`src/rtl/cic_comp_pkg.sv`:
```
// Shared definitions for the CIC compensation FIR: default sizing, FSM encoding
// and the symmetric 16-tap droop-compensation coefficient table.
package cic_comp_pkg;

  localparam int unsigned DATA_W        = 8;
  localparam int unsigned TAPS_DEF      = 16;
  localparam int unsigned COEF_W_DEF    = 10;
  localparam int unsigned OUT_SHIFT_DEF = 10;
  localparam int unsigned COEF_IDX_W    = 4;

  typedef enum logic [1:0] {
    IDLE = 2'd0,
    MAC  = 2'd1,
    OUT  = 2'd2
  } state_t;

  // Symmetric table, coefficients sum to 1024 for unity DC gain at a shift of 10.
  localparam logic signed [COEF_W_DEF-1:0] COEF_TABLE [TAPS_DEF] = '{
    -10'sd4,  -10'sd8,  10'sd6,   10'sd20, -10'sd12, -10'sd40, 10'sd60,  10'sd490,
    10'sd490, 10'sd60,  -10'sd40, -10'sd12, 10'sd20,  10'sd6,  -10'sd8,  -10'sd4
  };

  function automatic logic signed [COEF_W_DEF-1:0] coef_at(input logic [COEF_IDX_W-1:0] idx);
    return COEF_TABLE[idx];
  endfunction

endpackage

```
`src/rtl/cic_comp_mac.sv`:
```
// Registered signed multiply-accumulate with synchronous clear and enable.
module cic_comp_mac #(
  parameter int unsigned A_W   = 8,
  parameter int unsigned B_W   = 10,
  parameter int unsigned ACC_W = 22
) (
  input  logic                    clk,
  input  logic                    rst,
  input  logic                    clr,
  input  logic                    en,
  input  logic signed [A_W-1:0]   a,
  input  logic signed [B_W-1:0]   b,
  output logic signed [ACC_W-1:0] acc
);

  logic signed [A_W+B_W-1:0] prod_c;

  assign prod_c = a * b;

  always_ff @(posedge clk or posedge rst) begin
    if (rst) begin
      acc <= '0;
    end else if (clr) begin
      acc <= '0;
    end else if (en) begin
      acc <= acc + ACC_W'(prod_c);
    end
  end

endmodule

```
`src/rtl/cic_comp_fir.sv`:
```
// CIC droop-compensation FIR: captures one sample per d_clk rising edge, runs a
// serial one-tap-per-clock MAC, then emits a saturated 8-bit result.
module cic_comp_fir
  import cic_comp_pkg::*;
#(
  parameter int unsigned TAPS      = TAPS_DEF,
  parameter int unsigned COEF_W    = COEF_W_DEF,
  parameter int unsigned OUT_SHIFT = OUT_SHIFT_DEF
) (
  input  logic                     clk,
  input  logic                     rst,
  input  logic signed [DATA_W-1:0] d_in,
  input  logic                     d_clk,
  output logic signed [DATA_W-1:0] d_out,
  output logic                     out_valid,
  output logic                     overrun
);

  localparam int unsigned IDX_W = $clog2(TAPS);
  localparam int unsigned ACC_W = DATA_W + COEF_W + IDX_W;
  localparam logic signed [ACC_W-1:0] SAT_MAX = ACC_W'(127);
  localparam logic signed [ACC_W-1:0] SAT_MIN = ACC_W'(-128);

  state_t                    state;
  logic [IDX_W-1:0]          wr_ptr;
  logic [IDX_W-1:0]          tap;
  logic                      d_clk_prev;
  logic signed [DATA_W-1:0]  sample_buf [TAPS];
  logic signed [ACC_W-1:0]   acc;

  logic                      edge_c;
  logic                      mac_clr_c;
  logic                      mac_en_c;
  logic [IDX_W-1:0]          rd_idx_c;
  logic signed [COEF_W-1:0]  coef_c;
  logic signed [ACC_W-1:0]   shifted_c;
  logic signed [DATA_W-1:0]  sat_c;

  assign edge_c    = d_clk & ~d_clk_prev;
  assign mac_clr_c = (state == IDLE) && edge_c;
  assign mac_en_c  = (state == MAC);
  // Tap i reads x[n-i]; modulo TAPS falls out of the IDX_W-bit wrap.
  assign rd_idx_c  = wr_ptr - tap;
  assign coef_c    = COEF_W'(coef_at(COEF_IDX_W'(tap)));
  assign shifted_c = acc >>> OUT_SHIFT;

  always_comb begin
    sat_c = shifted_c[DATA_W-1:0];
    if (shifted_c > SAT_MAX) begin
      sat_c = 8'sd127;
    end else if (shifted_c < SAT_MIN) begin
      sat_c = -8'sd128;
    end
  end

  cic_comp_mac #(
    .A_W   (DATA_W),
    .B_W   (COEF_W),
    .ACC_W (ACC_W)
  ) u_mac (
    .clk (clk),
    .rst (rst),
    .clr (mac_clr_c),
    .en  (mac_en_c),
    .a   (sample_buf[rd_idx_c]),
    .b   (coef_c),
    .acc (acc)
  );

  // d_clk_prev resets high so a strobe already high at release is not an edge.
  always_ff @(posedge clk or posedge rst) begin
    if (rst) begin
      state      <= IDLE;
      d_out      <= '0;
      out_valid  <= 1'b0;
      overrun    <= 1'b0;
      wr_ptr     <= '0;
      tap        <= '0;
      d_clk_prev <= 1'b1;
      for (int i = 0; i < int'(TAPS); i++) begin
        sample_buf[i] <= '0;
      end
    end else begin
      d_clk_prev <= d_clk;
      out_valid  <= 1'b0;
      if (edge_c && (state != IDLE)) begin
        overrun <= 1'b1;
      end
      case (state)
        IDLE: begin
          if (edge_c) begin
            sample_buf[wr_ptr] <= d_in;
            tap                <= '0;
            state              <= MAC;
          end
        end
        MAC: begin
          tap <= tap + 1'b1;
          if (tap == IDX_W'(TAPS - 1)) begin
            state <= OUT;
          end
        end
        OUT: begin
          d_out     <= sat_c;
          out_valid <= 1'b1;
          wr_ptr    <= wr_ptr + 1'b1;
          state     <= IDLE;
        end
        default: state <= IDLE;
      endcase
    end
  end

endmodule

```
`config.mk`:
```
export PLATFORM = sky130hd
export DESIGN_NAME = cic_comp_fir
export DESIGN_NICKNAME = d
export VERILOG_FILES = /design/src/rtl/cic_comp_pkg.sv /design/src/rtl/cic_comp_mac.sv /design/src/rtl/cic_comp_fir.sv
export SDC_FILE = /design/constraint.sdc
export NUM_CORES = 1
export LEC_CHECK = 0
export BUFFER_PORTS_ARGS = -buffer_cell sky130_fd_sc_hd__buf_2
export CELL_PAD_IN_SITES_DETAIL_PLACEMENT = 0
export CELL_PAD_IN_SITES_GLOBAL_PLACEMENT = 1
export CORE_ASPECT_RATIO = 1.4
export CORE_UTILIZATION = 48
export DETAILED_ROUTE_END_ITERATION = 8
export PLACE_DENSITY_LB_ADDON = 0.25
export SYNTH_ARGS = -nofsm -noshare
export SYNTH_HDL_FRONTEND = slang
export SYNTH_SLANG_ARGS = --single-unit
export TNS_END_PERCENT = 5
```
`constraint.sdc`:
```
create_clock -name clk -period 6.95 [get_ports clk]
set_input_delay 1.0425 -clock clk [delete_from_list [all_inputs] [get_ports clk]]
set_output_delay 1.0425 -clock clk [all_outputs]
set_load 0.1 [all_outputs]
```
---- Word level (Yosys, flattened, before mapping) ----
Memories as Yosys holds them, arrays and structs flattened.
Cells that the tools add are included.
storage, ports and cells
  bits in registers ....................... 171
  ROM bits ................................ 160
  memories ................................ 1
  word-level logic and storage cells ...... 74
memories
  name              depth  width  rd ports  clocked after Yosys merged registers in  write ports  RTL line            text
  (name not given)  16     10     1         0                                        0            cic_comp_pkg.sv:24  return COEF_TABLE[idx];
operators by class
  add/subtract/negate cells ............... 4
  $mul .................................... 1
  muxes and demuxes ....................... 18
  $lt $le $gt $ge ......................... 6
  bitwise logic cells ..................... 5
  reduce and logical (&&, ||, !) cells .... 10
  equality and inequality tests ........... 5
operators by type and width
  cell                                                                              count
  128-bit bitwise mux                                                               1
  22-bit two-way mux                                                                2
  8-bit two-way mux                                                                 5
  8-bit binary-select mux with 4-bit select                                         1
  8-bit demux with 4-bit select                                                     1
  22-bit by 18-bit adder with 22-bit output                                         1
  10-bit two-way mux                                                                2
  8-bit by 10-bit multiplier with 18-bit output                                     1
  5-bit greater-or-equal comparator, second input constant                          3
  4-bit inverter with 5-bit output                                                  3
  12-bit by 8-bit greater-than comparator with 1-bit output, second input constant  1
  12-bit by 8-bit less-than comparator with 1-bit output, second input constant     1
  4-bit by 1-bit adder with 4-bit output, second input constant                     2
  4-bit one-hot mux with 2 select lines                                             1
  2-bit AND reduction                                                               3
  2-bit nonzero test                                                                3
  5-bit by 1-bit less-than comparator with 1-bit output, second input constant      1
  4-bit == test, second input constant                                              1
  2-bit two-way mux                                                                 2
  4-bit two-way mux                                                                 1
  2-bit one-hot mux with 2 select lines                                             1
  4-bit subtractor                                                                  1
  1-bit logical AND                                                                 3
  2-bit by 1-bit == test with 1-bit output, second input constant                   1
  other kinds (7)                                                                   7

---- Depth between registers and ports, before layout ----
  word-level depth ........................ 9
  depth in mapped cells ................... 30

---- Modules after synthesis ----
Synthesis repeated with hierarchy kept, for this count alone.
unflattened totals
  cell total of the unflattened synthesis .. 1065
  area total of the unflattened synthesis .. 12195.4 µm²
by module, submodules not included
  module        cells each  instances  sequential area each (µm²)  area each (µm²)
  cic_comp_fir  550         1          3729.8                      7191.9
  cic_comp_mac  515         1          550.5                       5003.5

---- Worst setup path before layout ----
No wires, ideal clock.
  path type ............................... register to register
  start point ............................. register tap[1]
  end point ............................... register u_mac.acc[19]
  arrival time ............................ 6912 ps
  slack ................................... -83 ps
  data required time ...................... 6828 ps
  stages on the path, launching flop included .. 28
  cells stage by stage .................... dfrtp_1 > clkbuf_1 > inv_1 > fa_1 > buf_4 > buf_6 > buf_2 > mux4_2 > a211oi_1 > a21oi_2 > nor2b_1 > fa_1 > fa_1 > inv_1 > fa_1 > inv_1 > fa_1 > inv_1 > fa_1 > inv_1 > ha_1 > nor2b_1 > o31a_1 > o21ai_1 > a21boi_0 > o21ai_0 > nand3_1 > a32o_1
on the way
  cells in the longest elaborated chain, start to end .. 9
ends and longest elaborated chain
  what                                                    RTL line            text
  from (decl)                                             cic_comp_fir.sv:26  logic [IDX_W-1:0] tap;
  from (signal assigned)                                  cic_comp_fir.sv:98  tap <= tap + 1'b1;
  4-bit subtractor                                        cic_comp_fir.sv:43  assign rd_idx_c = wr_ptr - tap;
  4-bit inverter with 5-bit output (not written as such)  cic_comp_fir.sv:65  .a (sample_buf[rd_idx_c]),
  8-bit binary-select mux with 4-bit select               cic_comp_fir.sv:65
  8-bit two-way mux (not written as such) (2 in series)   cic_comp_fir.sv:65
  8-bit by 10-bit multiplier with 18-bit output *         cic_comp_mac.sv:18  assign prod_c = a * b;
  22-bit by 18-bit adder with 22-bit output *             cic_comp_mac.sv:26  acc <= acc + ACC_W'(prod_c);
  22-bit two-way mux *                                    cic_comp_mac.sv:25  end else if (en) begin
  22-bit two-way mux *                                    cic_comp_mac.sv:23  end else if (clr) begin
  to (signal assigned)                                    cic_comp_mac.sv:26
  to (decl)                                               cic_comp_mac.sv:13  output logic signed [ACC_W-1:0] acc
Mark *: on every way between the ends. The rest lies on a longest branch, timed or not. The select of a mux whose other input is x is not followed.
A chain may end at the register's enable or synchronous reset.

---- Worst setup path after layout ----
  start point ............................. register wr_ptr[0]
  end point ............................... register u_mac.acc[20]
on the way
  cells in the longest elaborated chain, start to end .. 9
ends and longest elaborated chain
  what                                                    RTL line             text
  from (decl)                                             cic_comp_fir.sv:25   logic [IDX_W-1:0] wr_ptr;
  from (signal assigned)                                  cic_comp_fir.sv:106  wr_ptr <= wr_ptr + 1'b1;
  4-bit subtractor                                        cic_comp_fir.sv:43
  4-bit inverter with 5-bit output (not written as such)  cic_comp_fir.sv:65
  8-bit binary-select mux with 4-bit select               cic_comp_fir.sv:65
  8-bit two-way mux (not written as such) (2 in series)   cic_comp_fir.sv:65
  8-bit by 10-bit multiplier with 18-bit output           cic_comp_mac.sv:18
  22-bit by 18-bit adder with 22-bit output               cic_comp_mac.sv:26
  22-bit two-way mux                                      cic_comp_mac.sv:25
  22-bit two-way mux                                      cic_comp_mac.sv:23
No other way between the ends. The select of a mux whose other input is x is not followed.

==> results.sh <==
export IMPL_antenna_found_initial=0
export IMPL_wl_um=27300
export IMPL_path_clk_slew_ps=70
export IMPL_fin_crit_ps=6820
export IMPL_rsz0062_at_grt="yes"
export IMPL_drtIter0Drc=314
export IMPL_synth_edf_count=0
export IMPL_vias_per_cell=5.50
export IMPL_async_flop_share_pct=100
export IMPL_initial_utilization_pct=48.9
export IMPL_dp_hpwl_um=20400
export IMPL_die_area_sq_mm=0.0250
export IMPL_cpMaxStageDelayCell="fa_2"
export IMPL_die_h_um=187
export IMPL_fin_nets=1216
export IMPL_drv_cap=0
export IMPL_synth_cell_types=60
export IMPL_finalClockSkew_ps=13.4
export IMPL_drive_gt1_share_pct=35.4
export IMPL_finalSetupViolCount=0
export IMPL_firstDrtPassIters=5
export IMPL_crit_fanout=7
export IMPL_fin_util_pct=57.4
export IMPL_worst_slew_pin_slew_ps=1070
export IMPL_cp_required_ps=7330
export IMPL_port_buffer_count=20
export IMPL_cp_data_arrival_time_ps=7200
export IMPL_clockBufferDepth=2
export IMPL_grt_overflow=0
export IMPL_fp_dieW_um=134
export IMPL_synth_area_leaders="dfrtp_1 (36%), fa_1 (16%), mux2_2 (13%)"
export IMPL_synth_ff_type="dfrtp_1"
export IMPL_outcome="finished clean"
export IMPL_worstHoldPathType="flop to flop"
export IMPL_detailedPlace_worstSlack_ps=-82.8
export IMPL_row_count=67
export IMPL_rr_worst_depth=29
export IMPL_cp_start_kind="flop"
export IMPL_htree_levels=4
export IMPL_slew_headroom_pct=28.9
export IMPL_clock_latency_ps=440
export IMPL_yosysTopAreaCellShare_pct=36.2
export IMPL_slew_violations=0
export IMPL_num_vias=7527
export IMPL_ios=21
export IMPL_drt_antenna_violating_nets=0
export IMPL_synthXorXnorAreaFrac_pct=2.00
export IMPL_muxShareOfSynthArea_pct=20.6
export IMPL_max_freq_mhz=147
export IMPL_cts_hold_buf=0
export IMPL_synth_fa_ha_area_share_pct=23.2
export IMPL_end_kind="flop"
export IMPL_hold_depth=2
export IMPL_holdWs_ps=477
export IMPL_grt_pass1_vias=8115
export IMPL_syn_cell_area_sq_mm=0.0117
export IMPL_grt_pass1_wl_um=43800
export IMPL_synth_compound_area_share_pct=5.88
export IMPL_synth_top_family_by_area="adder cells"
export IMPL_avgSynthCellArea_sq_um=12.3
export IMPL_cpPeakStageDelay_ps=580
export IMPL_grt_max_degree=105
export IMPL_worst_slack_ps=126
export IMPL_yosys_area_top_type="dfrtp_1"
export IMPL_ys_seq_elements=170
export IMPL_path_class="flop to flop"
export IMPL_postSynthCellCount=948
export IMPL_cts_sinks=170
export IMPL_gp_congestion=0.910
export IMPL_cts_buffers=17
export IMPL_grt_total_usage_pct=23.3
export IMPL_synthSimpleGateAreaFrac_pct=6.76
export IMPL_fillers=2016
export IMPL_cts_tree="yes"
export IMPL_core_region_area_sq_mm=0.0239
export IMPL_antenna_cells=0
export IMPL_cts_root_buf="clkbuf_16"
export IMPL_ys_seq_area_share_pct=36.4
export IMPL_hold_violations=0
export IMPL_wl_per_cell_um=20.0
export IMPL_synth_fp_nets=1118
export IMPL_finalCritPeriodShare_pct=98.2
export IMPL_drc_errors=0
export IMPL_ys_warnings_count=0
export IMPL_area_growth_pct=17.5
## through the flow
stage | cells | TNS [ps] | instance area [sq um]
2_1_floorplan | 948 | 0 | 11700
3_3_place_gp | 1317 | 0 | 12700
3_5_place_dp | 1317 | -164 | 12700
4_1_cts | 1349 | -6.56 | 13200
5_1_grt | 1369 | -288 | 13700
6_report | 1369 | 0 | 13700
## Yosys cell counts (all sizes together), types with 7 or more instances
cell	number
a21o	8
buf	16
mux2	135
inv	106
nand2b	12
a21oi	25
fa	96
nand2	60
nor2b	16
mux2i	9
clkbuf	20
ha	63
o21ai	35
nand3	15
xnor2	18
nor2	44
dfrtp	169
xor2	7
mux4	34
## final timing paths
kind | startpoint | end | slack (ps)
worst max register to register | wr_ptr[0] | u_mac.acc[20] | 130
min in group asynchronous | rst | d_out[0] | 830
worst min register to register | d_out[7] | d_out[7] | 480
worst max-delay path | wr_ptr[0] | u_mac.acc[20] | 130
max in group asynchronous | rst | sample_buf[69] | 4660
worst min-delay path | d_out[7] | d_out[7] | 480
## layout by cell type, fill, tap and decap left out, types with 4 or more instances in the layout
| cell | Yosys | layout |
|---|---|---|
| nor2_1 | 43 | 37 |
| o31ai_1 | 6 | 6 |
| fa_1 | 96 | 90 |
| buf_12 | 1 | 10 |
| mux4_1 | 6 | 6 |
| o21ai_1 | 2 | 4 |
| buf_2 | 7 | 20 |
| xnor2_1 | 17 | 17 |
| nor2b_1 | 16 | 14 |
| o21a_1 | 6 | 6 |
| ha_1 | 63 | 48 |
| a21o_1 | 8 | 8 |
| mux4_2 | 28 | 28 |
| inv_1 | 102 | 94 |
| nand3_1 | 15 | 15 |
| xor2_1 | 6 | 5 |
| o21ai_0 | 32 | 29 |
| buf_4 | 1 | 77 |
| buf_6 | 5 | 6 |
| mux2_2 | 134 | 132 |
| ha_4 | 0 | 13 |
| nand4_1 | 6 | 6 |
| mux2i_1 | 9 | 6 |
| nand2b_1 | 12 | 12 |
| nor2_2 | 1 | 7 |
| inv_2 | 4 | 11 |
| clkbuf_1 | 20 | 4 |
| dfrtp_1 | 169 | 169 |
| nand2_1 | 60 | 60 |
| clkbuf_16 | 0 | 18 |
| a21oi_4 | 3 | 6 |
| fa_2 | 0 | 6 |
| a21oi_1 | 18 | 18 |
## flip-flops by register name, indices dropped and copies added (netlist names)
register	flops
d_clk_prev	1
d_out	8
out_valid	1
overrun	1
sample_buf	128
state	2
tap	4
u_mac.acc	21
wr_ptr	4
## per-layer routing
metal	up-vias	global-route usage, %	share of wire [%]
li1	3439	-	-
met1	3885	26.3	39
met2	141	42.8	55
met3	62	3.56	2.4
met4	0	10.5	3.9
met5	-	0	0
## cell type report
class	count	area, sq um	area share (%)
multi-input combinational	635	7140	52.0
sequential	170	4260	31.0
timing repair buffer	115	986	7.18
clock buffer	22	454	3.31
inverter	107	407	2.96
tap	310	388	2.83
clock inverter	10	93.8	0.684
## critical path: cells and delay by family, from the launching register on
kind / cells / cell delay [ps]
simple gates: 4 / 770
fa+ha+maj: 8 / 3240
buf+inv: 9 / 950
flops: 1 / 390
compound gates: 6 / 880
mux: 2 / 520
## what timing repair did
| item | CTS | global route |
|---|---|---|
| buffers inserted | 0 | 19 |
| gates cloned | 0 | 1 |
| gates resized for setup | 4 | 67 |
| endpoints found under the setup margin | 5 | 8 |
| pin swaps | 2 | 52 |
## cell families (layout without fill, tap and decap cells)
kind of cell,Yosys count,after routing
compound gates,103,103
buf+inv,143,254
xor+xnor,25,25
flops,170,170
simple gates,170,170
mux,178,178
fa+ha+maj,159,159
Power is left out: the tool's default activity adds up to more than one toggle a clock period on the data nets, which glitch-free logic cannot reach.
